File: src/rtl/alu_seq_pkg.sv
// Shared types and constants for the ALU share sequencer: FSM states, flag bit
// positions, requester ids and the dual-rail agreement pattern.
package alu_seq_pkg;

  typedef enum logic [1:0] {
    StIdle,
    StSettle,
    StCheck,
    StResp
  } seq_state_e;

  localparam int unsigned FLAG_C = 0;
  localparam int unsigned FLAG_Z = 1;
  localparam int unsigned FLAG_N = 2;
  localparam int unsigned FLAG_P = 3;

  localparam logic ID_A = 1'b0;
  localparam logic ID_B = 1'b1;

  localparam logic [7:0] RAIL_OK = 8'hFF;

  // Flag units drive active-low outputs; pack them active-high in C/Z/N/P order.
  function automatic logic [3:0] unit_flags(input logic n_carry, input logic n_zero,
                                            input logic n_neg, input logic n_par);
    logic [3:0] f;
    f = '0;
    f[FLAG_C] = ~n_carry;
    f[FLAG_Z] = ~n_zero;
    f[FLAG_N] = ~n_neg;
    f[FLAG_P] = ~n_par;
    return f;
  endfunction

  function automatic logic [3:0] merge_flags(input logic [3:0] old_flags,
                                             input logic [3:0] new_flags,
                                             input logic [3:0] mask);
    return (mask & new_flags) | (~mask & old_flags);
  endfunction

endpackage

File: src/rtl/alu_seq_rr_arbiter.sv
// Two-way round-robin grant; the pointer moves to the other side on every accept
// so a held tie alternates between requesters.
module alu_seq_rr_arbiter
  import alu_seq_pkg::*;
(
  input  logic clk_i,
  input  logic rst_i,
  input  logic enable_i,
  input  logic valid_a_i,
  input  logic valid_b_i,
  output logic grant_a_o,
  output logic grant_b_o,
  output logic grant_id_o,
  output logic accept_o
);

  logic ptr_q;

  always_comb begin
    grant_a_o = 1'b0;
    grant_b_o = 1'b0;
    if (enable_i) begin
      if (valid_a_i && valid_b_i) begin
        grant_a_o = (ptr_q == ID_A);
        grant_b_o = (ptr_q == ID_B);
      end else begin
        grant_a_o = valid_a_i;
        grant_b_o = valid_b_i;
      end
    end
  end

  assign accept_o   = grant_a_o | grant_b_o;
  assign grant_id_o = grant_b_o ? ID_B : ID_A;

  always_ff @(posedge clk_i) begin
    if (rst_i) begin
      ptr_q <= ID_A;
    end else if (accept_o) begin
      ptr_q <= ~grant_id_o;
    end
  end

endmodule

File: src/rtl/alu_share_sequencer.sv
// Time-shares one dual-rail NOR ALU and its flag units between two requesters,
// holding operands for the settle time and checking rail agreement before capture.
module alu_share_sequencer
  import alu_seq_pkg::*;
#(
  parameter int unsigned SETTLE_CYCLES = 3,
  parameter int unsigned MAX_EXTEND    = 4
) (
  input  logic       CLK,
  input  logic       RST,
  input  logic       ReqValidA,
  input  logic       ReqValidB,
  output logic       ReqReadyA,
  output logic       ReqReadyB,
  input  logic [3:0] ReqOpA,
  input  logic [3:0] ReqOpB,
  input  logic [7:0] ReqXA,
  input  logic [7:0] ReqYA,
  input  logic [7:0] ReqXB,
  input  logic [7:0] ReqYB,
  input  logic [3:0] ReqFlagWeA,
  input  logic [3:0] ReqFlagWeB,
  output logic [3:0] AluOp,
  output logic [7:0] AluX,
  output logic [7:0] AluY,
  output logic       AluCin,
  input  logic [7:0] Result,
  input  logic [7:0] notResult,
  input  logic       notCarryOut,
  input  logic       notIsZero,
  input  logic       notIsNegative,
  input  logic       notIs8bitEvenParity,
  output logic       RespValidA,
  output logic       RespValidB,
  input  logic       RespReadyA,
  input  logic       RespReadyB,
  output logic [7:0] RespData,
  output logic [3:0] RespFlags,
  output logic [3:0] Flags,
  output logic       RailFault,
  output logic       Busy
);

  localparam int unsigned CntW = (SETTLE_CYCLES > 1) ? $clog2(SETTLE_CYCLES + 1) : 1;
  localparam int unsigned ExtW = (MAX_EXTEND > 1) ? $clog2(MAX_EXTEND + 1) : 1;

  seq_state_e      state_q;
  logic [CntW-1:0] cnt_q;
  logic [ExtW-1:0] ext_q;
  logic            id_q;
  logic [3:0]      mask_q;

  logic grant_a, grant_b, grant_id, accept;
  logic rails_ok, resp_ready_sel;
  logic [3:0] new_flags;

  // Reset gates the grant so no request is accepted on the reset edge.
  alu_seq_rr_arbiter u_arbiter (
    .clk_i      (CLK),
    .rst_i      (RST),
    .enable_i   ((state_q == StIdle) && !RST),
    .valid_a_i  (ReqValidA),
    .valid_b_i  (ReqValidB),
    .grant_a_o  (grant_a),
    .grant_b_o  (grant_b),
    .grant_id_o (grant_id),
    .accept_o   (accept)
  );

  assign ReqReadyA = grant_a;
  assign ReqReadyB = grant_b;

  assign rails_ok       = ((Result ^ notResult) == RAIL_OK);
  assign new_flags      = unit_flags(notCarryOut, notIsZero, notIsNegative, notIs8bitEvenParity);
  assign resp_ready_sel = (id_q == ID_B) ? RespReadyB : RespReadyA;

  assign RespValidA = (state_q == StResp) && (id_q == ID_A);
  assign RespValidB = (state_q == StResp) && (id_q == ID_B);
  assign Busy       = (state_q != StIdle);

  always_ff @(posedge CLK) begin
    if (RST) begin
      state_q   <= StIdle;
      cnt_q     <= '0;
      ext_q     <= '0;
      id_q      <= ID_A;
      mask_q    <= '0;
      AluOp     <= '0;
      AluX      <= '0;
      AluY      <= '0;
      AluCin    <= 1'b0;
      RespData  <= '0;
      RespFlags <= '0;
      Flags     <= '0;
      RailFault <= 1'b0;
    end else begin
      unique case (state_q)
        StIdle: begin
          if (accept) begin
            id_q    <= grant_id;
            AluOp   <= (grant_id == ID_B) ? ReqOpB : ReqOpA;
            AluX    <= (grant_id == ID_B) ? ReqXB : ReqXA;
            AluY    <= (grant_id == ID_B) ? ReqYB : ReqYA;
            mask_q  <= (grant_id == ID_B) ? ReqFlagWeB : ReqFlagWeA;
            AluCin  <= Flags[FLAG_C];
            cnt_q   <= CntW'(SETTLE_CYCLES);
            ext_q   <= '0;
            state_q <= StSettle;
          end
        end
        StSettle: begin
          cnt_q <= cnt_q - CntW'(1);
          if (cnt_q == CntW'(1)) begin
            state_q <= StCheck;
          end
        end
        StCheck: begin
          // After the extension budget is spent, capture whatever the rails show.
          if (rails_ok || (ext_q == ExtW'(MAX_EXTEND))) begin
            RespData  <= Result;
            RespFlags <= new_flags;
            Flags     <= merge_flags(Flags, new_flags, mask_q);
            if (!rails_ok) begin
              RailFault <= 1'b1;
            end
            state_q <= StResp;
          end else begin
            ext_q <= ext_q + ExtW'(1);
          end
        end
        StResp: begin
          if (resp_ready_sel) begin
            state_q <= StIdle;
          end
        end
        default: state_q <= StIdle;
      endcase
    end
  end

endmodule

File: config.mk
export PLATFORM = sky130hd
export DESIGN_NAME = alu_share_sequencer
export DESIGN_NICKNAME = d
export VERILOG_FILES = /design/src/rtl/alu_seq_pkg.sv /design/src/rtl/alu_seq_rr_arbiter.sv /design/src/rtl/alu_share_sequencer.sv
export SDC_FILE = /design/constraint.sdc
export NUM_CORES = 1
export LEC_CHECK = 0
export CORE_MARGIN = 4
export CORE_UTILIZATION = 40
export CTS_CLUSTER_SIZE = 25
export DETAILED_ROUTE_END_ITERATION = 8
export PLACE_DENSITY = 0.84
export SYNTH_ARGS = -nofsm -noshare
export SYNTH_HDL_FRONTEND = slang
export SYNTH_SLANG_ARGS = --single-unit
export TNS_END_PERCENT = 5
File: constraint.sdc
create_clock -name CLK -period 2.2 [get_ports CLK]
set_clock_uncertainty 0.15 [all_clocks]
set_input_delay 0.44 -clock CLK [delete_from_list [all_inputs] [get_ports CLK]]
set_output_delay 0.44 -clock CLK [all_outputs]
set_load 0.005 [all_outputs]
* Word level (Yosys, flattened, before mapping)
Index checks and enable logic that the tools add are counted.
** Word-level totals
- Bits in registers :: 51
- Logic and storage cells :: 77
** Operators by class
- Add/sub/neg operators :: 2
- Eq/ne operators :: 11
- Muxes and demuxes :: 20
- Bitwise operators :: 14
- Reduce and logical (&&, ||, !) cells :: 16
** Operator list (count)
- 8-bit 2-to-1 mux :: 2
- 2-bit 2-to-1 mux :: 5
- 2-bit inequality test, second input constant :: 5
- 4-bit AND :: 2
- 8-bit == test, second input constant :: 1
- 4-bit 2-to-1 mux :: 2
- 1-bit NOT :: 8
- 2-bit one-hot mux with 4 select lines :: 1
- 8-bit bitwise XOR :: 1
- 1-bit 2-to-1 mux :: 6
- 3-bit 2-to-1 mux :: 2
- 3-bit one-hot mux with 2 select lines :: 1
- 2-bit AND reduction :: 3
- 3-bit AND reduction :: 2
- 2-bit nonzero test :: 3
- 2-bit by 1-bit == test with 1-bit output, second input constant :: 2
- 2-bit == test, second input constant :: 2
- 1-bit logical AND :: 4
- 4-bit NOT :: 1
- 4-bit bitwise OR :: 1
- 2-bit one-hot mux with 2 select lines :: 1
- 4-bit AND reduction :: 1
- 3-bit by 1-bit adder with 3-bit output, second input constant :: 1
- 3-bit == test, second input constant :: 1
- 5 further kinds :: 5

* Longest topological paths before layout
Gate-level depths: netlist (run 1).
- Word-level depth :: 6
- Gate-level depth with buffers :: 8
- Mapped depth without buffers :: 7

* Modules after synthesis
From an unflattened synthesis (run 1), not the netlist that was laid out.
** Second synthesis, totals
- Cell total of the unflattened synthesis :: 269
- Area, all modules :: 2514.9 µm²
** Modules (own cells, without submodules)
- alu_share_sequencer :: instances 1, cells an instance 258, area each 2437.3 µm²
- alu_seq_rr_arbiter :: instances 1, cells an instance 11, area each 77.6 µm²

* Least setup slack after synthesis (run 1)
No wires, ideal clock.
- Path type :: register to output
- Start point :: reg state_q[0]
- End point :: out ReqReadyB
- Data arrival time :: 1.337 ns
- Required time :: 1.610 ns
- Setup slack :: 0.273 ns
- Stages on the path, launching flop included :: 7
- Path buffers :: 1
- Path through :: dfxtp_1 -> inv_1 -> ha_1 -> nor2b_1 -> nand2_1 -> a21oi_2 -> buf_4
** On the way
- Word-level cells in the longest chain between the ends :: 3
** RTL lines
- start: declaration :: line alu_share_sequencer.sv:47 : seq_state_e state_q;
- start signal: assignment :: line alu_share_sequencer.sv:83 : state_q <= StIdle;
- start signal: assignment :: line alu_share_sequencer.sv:108 : state_q <= StSettle;
- start signal: assignment :: line alu_share_sequencer.sv:114 : state_q <= StCheck;
- 2-bit logical NOT :: line alu_share_sequencer.sv:61 : .enable_i ((state_q == StIdle) && !RST),
- 1-bit logical AND :: line alu_share_sequencer.sv:61
- 1-bit 2-to-1 mux :: line alu_seq_rr_arbiter.sv:22 : if (enable_i) begin
- end: declaration :: line alu_share_sequencer.sv:14 : output logic ReqReadyB,
No other way between the ends.

* Worst setup path after layout (run 1)
- Start point :: reg state_q[0]
- End point :: out RespValidB
** On the way
- Word-level cells in the longest chain between the ends :: 2
** RTL lines
- 2-bit == test :: line alu_share_sequencer.sv:78 : assign RespValidB = (state_q == StResp) && (id_q == ID_B);
- 1-bit logical AND :: line alu_share_sequencer.sv:78
- end: declaration :: line alu_share_sequencer.sv:34 : output logic RespValidB,
No other way between the ends.

==> flow_summary.toml, run 1 <==
[synthesis]
syn_area_um2 = 2280
syn_inst = 234
yosysSeqAreaShare = 0.447
ys_types = 41
yosysWarningCount = 0
synth.avg_cell_area_um2 = 9.76
syn_nets = 315
synth-seq-cells = 51

[clocking]
cts_max_level = 2
postCtsSetupRepairBufs = 0
cts-root-buf = "clkbuf_8"
insertion_delay_ns = 0.31
cts_num_sinks = 51
clk_path_buf_depth = 2
cts_tree = "built"
cts.clk_slew.worst_paths_ns = 0.09
cts_buffers = 5
ctsHoldBuffers = 0

[place]
gp_congestion = 0.732
dpl_cell_area_um2 = 3600
preCtsSetupSlack_ns = -0.188
hpwl_um = 5220
numPortBuffers = 116

[layout]
diodes = 0
syn_to_final_growth_pct = 62.5
fin_area_um2 = 3710
fillers = 445
final_util = 0.674
drive_above_1_share = 0.125
nets = 441

[die]
core_um2 = 5510
die_w_um = 83.6
die_h_um = 83.6
start_util = 0.415
die_area_um2 = 6980
core.rowCount = 27
io_pins = 117

[detailed_routing]
drt_iter0_drc = 284
antenna_left = 0
dr_total_vias = 2395
via_per_inst = 5.53
dr.pass1.iters = 6
drcViolationCount = 0
routed_wl_um = 7080
wire_per_inst_um = 16.4

[global_route]
grt_pass1_wl_um = 11300
overflow = 0
antenna_found_initial = 0
grt_max_degree = 64
grt_pass1_vias = 2485
gr-usage-all-layers = 0.194

[outcome]
outcome = "finished, final reports clean"

[worst_hold_path]
hold_path.class = "register to register"

[timing]
fin_crit_sh = 0.968
period_minus_slack_ns = 2.13
rsz0062_at_grt = "false"
setup_violations = 0
slew_headroom = 0.614
hold_viol_final = 0
fin_hold_ws_ns = 0.333
worstMarginPinSlew_ns = 0.579
fin_ws_ns = 0.0713
max_freq_mhz = 470
slew_viol_final = 0

[power_and_ir_drop]
combPwrFrac = 0.372
p_sw_mw = 0.855
ir_worst_vdd_mv = 0.416
seq_power_share = 0.410
intPower_mw = 1.85
p_per_area_nw_per_um2 = 730
leakagePower_nw = 1.38
clockPowerShare = 0.218
p_sw_frac = 0.316

[worst_setup_path]
r2r.worst_path.cells = 6
startpoint_type = "register"
r2r-start = "ext_q[0]$_SDFFE_PP0P_"
worstSetupStartpoint = "state_q[0]$_SDFFE_PP0P_"
cp-end-kind = "output port"
r2r_slack_ns = 0.37
worstSetupEndpoint = "RespValidB"
worst-setup-path-type = "register to output port"
cp_data_arrival_time_ns = 1.54
cp_max_fo = 3
required_ns = 1.61
r2r-end = "ext_q[2]$_SDFFE_PP0P_"

[run]
drv_cap = 0
## metal layers
layer | share of wire | global-route usage
met1 | 0.39 | 0.209
met2 | 0.50 | 0.346
met3 | 0.085 | 0.0711
met4 | 0.023 | 0.0716
met5 | 0 | 0
## kinds of logic (layout without fill, tap and decap cells)
logic type	count (synthesis)	after routing	synth area share
AOI/OAI and AO/OA	70	70	0.254
and+or+nand+nor	66	66	0.156
adders and majority gates	7	7	0.0383
buffers and inverters	29	156	0.0613
muxes	3	3	0.0131
xor gates and xnor gates	8	8	0.0307
DFF	51	51	0.447
## synth_stat cells
master,count,area (µm²)
dfxtp_1,51,1020
nor2_1,29,109
a222oi_1,24,240
inv_1,12,45.0
nand2b_1,12,75.1
nand4b_1,9,78.8
o21ai_0,9,45.0
xor2_1,8,70.1
a311oi_1,7,61.3
clkbuf_1,7,26.3
ha_1,7,87.6
a21oi_1,6,30.0
a31oi_1,6,37.5
nand2_1,5,18.8
buf_2,4,20.0
buf_4,3,22.5
mux2i_1,3,30.0
nand3_1,3,15.0
a211oi_1,2,15.0
a211oi_2,2,25.0
a21oi_2,2,17.5
buf_6,2,22.5
nor2b_1,2,12.5
o21ai_1,2,10.0
a21oi_4,1,16.3
a2bb2oi_1,1,8.76
a41oi_1,1,8.76
and2_1,1,6.26
buf_1,1,3.75
nand4_1,1,6.26
nand4_2,1,12.5
o211a_1,1,10.0
o211ai_1,1,7.51
o21a_1,1,7.51
o21ai_4,1,16.3
o21bai_1,1,7.51
o22ai_1,1,6.26
o41ai_1,1,8.76
or2_4,1,8.76
or3_1,1,6.26
or4_1,1,7.51
## metrics by stage
step                      total power, mW  cells  setup TNS [ns]
after global routing                 2.87    433               0
after global placement               2.10    425           -1.77
after CTS                            2.72    433               0
after detailed placement             2.13    425           -2.74
final                                2.71    433               0
after floorplan                      1.64    234               0
## what timing repair did
| item | in CTS | in global routing |
|---|---|---|
| endpoints found under the setup margin | 4 | 4 |
| resized for setup | 6 | 8 |
| gates cloned | 0 | 0 |
## cell type report
type                       instances  area (µm²)  share of cell area
tap                               72        90.1              0.0243
multi-input combinational        154        1140               0.307
clock inverter                     1        7.51             0.00202
inverter                          12        45.0              0.0121
sequential                        51        1020               0.276
timing repair buffer             136        1310               0.353
clock buffer                       7        96.3              0.0260
## flip-flops by register name (all words and copies together), names as in the netlist, named ones only
register / flops
ext_q: 3
AluX: 8
AluY: 8
AluCin: 1
RespData: 8
id_q: 1
RailFault: 1
mask_q: 4
u_arbiter.ptr_q: 1
AluOp: 4
RespFlags: 4
cnt_q: 2
state_q: 2
## critical path, cell delays in order (launching register included)
cell and delay (ns):
dfxtp_2 0.33, buf_4 0.11, ha_2 0.18, and2_1 0.12
clkdlybuf4s50_1 0.49
## power by group through the flow
stage | clock network [mW] | logic, mW | registers, mW
after floorplan | 0 | 0.512 | 1.12
after global placement | 0 | 0.980 | 1.12
after CTS | 0.608 | 1.01 | 1.11
final | 0.591 | 1.01 | 1.11
after detailed placement | 0 | 1.01 | 1.12
after global routing | 0.641 | 1.10 | 1.13
## worst min-delay path by stage
stage	startpoint	endpoint	cells after the start
detailed placement	mask_q[0]$_SDFFE_PP0P_	register	1
CTS	mask_q[0]$_SDFFE_PP0P_	register	1
global placement	RailFault$_SDFFE_PP0P_	RailFault$_SDFFE_PP0P_	2
global route	RespData[1]$_SDFFE_PP0P_	RespData[1]$_SDFFE_PP0P_	2
finish	mask_q[0]$_SDFFE_PP0P_	register	1
floorplan	mask_q[0]$_SDFFE_PP0P_	register	1
## layout by cell type, fill, tap and decap left out, types with 2 or more instances in the layout
master	instances
nand2b_1	12
a21oi_2	2
mux2i_1	3
a21oi_1	6
a211oi_2	2
buf_4	19
a31oi_1	6
nand4b_1	9
clkdlybuf4s50_1	111
inv_1	12
o21ai_0	9
nor2_1	29
ha_1	6
dfxtp_1	49
clkbuf_2	2
a222oi_1	24
xor2_1	8
a311oi_1	7
nand2_1	5
clkbuf_8	7
dfxtp_2	2
a211oi_1	2
nand3_1	3
(Power assumes the default switching activity.)
==> run 2, diff against run 1 <==
- ABC_CLOCK_PERIOD_IN_PS: default -> 2200
- CTS_CLUSTER_SIZE: 25 -> default
==> results of run 2 <==
The final DEF is identical to that of run 1; final timing and power are the same.
==> run 3, diff against run 2 <==
- CTS_CLUSTER_DIAMETER: default -> 30
==> results of run 3 <==
The final DEF is identical to that of run 1; final timing and power are the same.
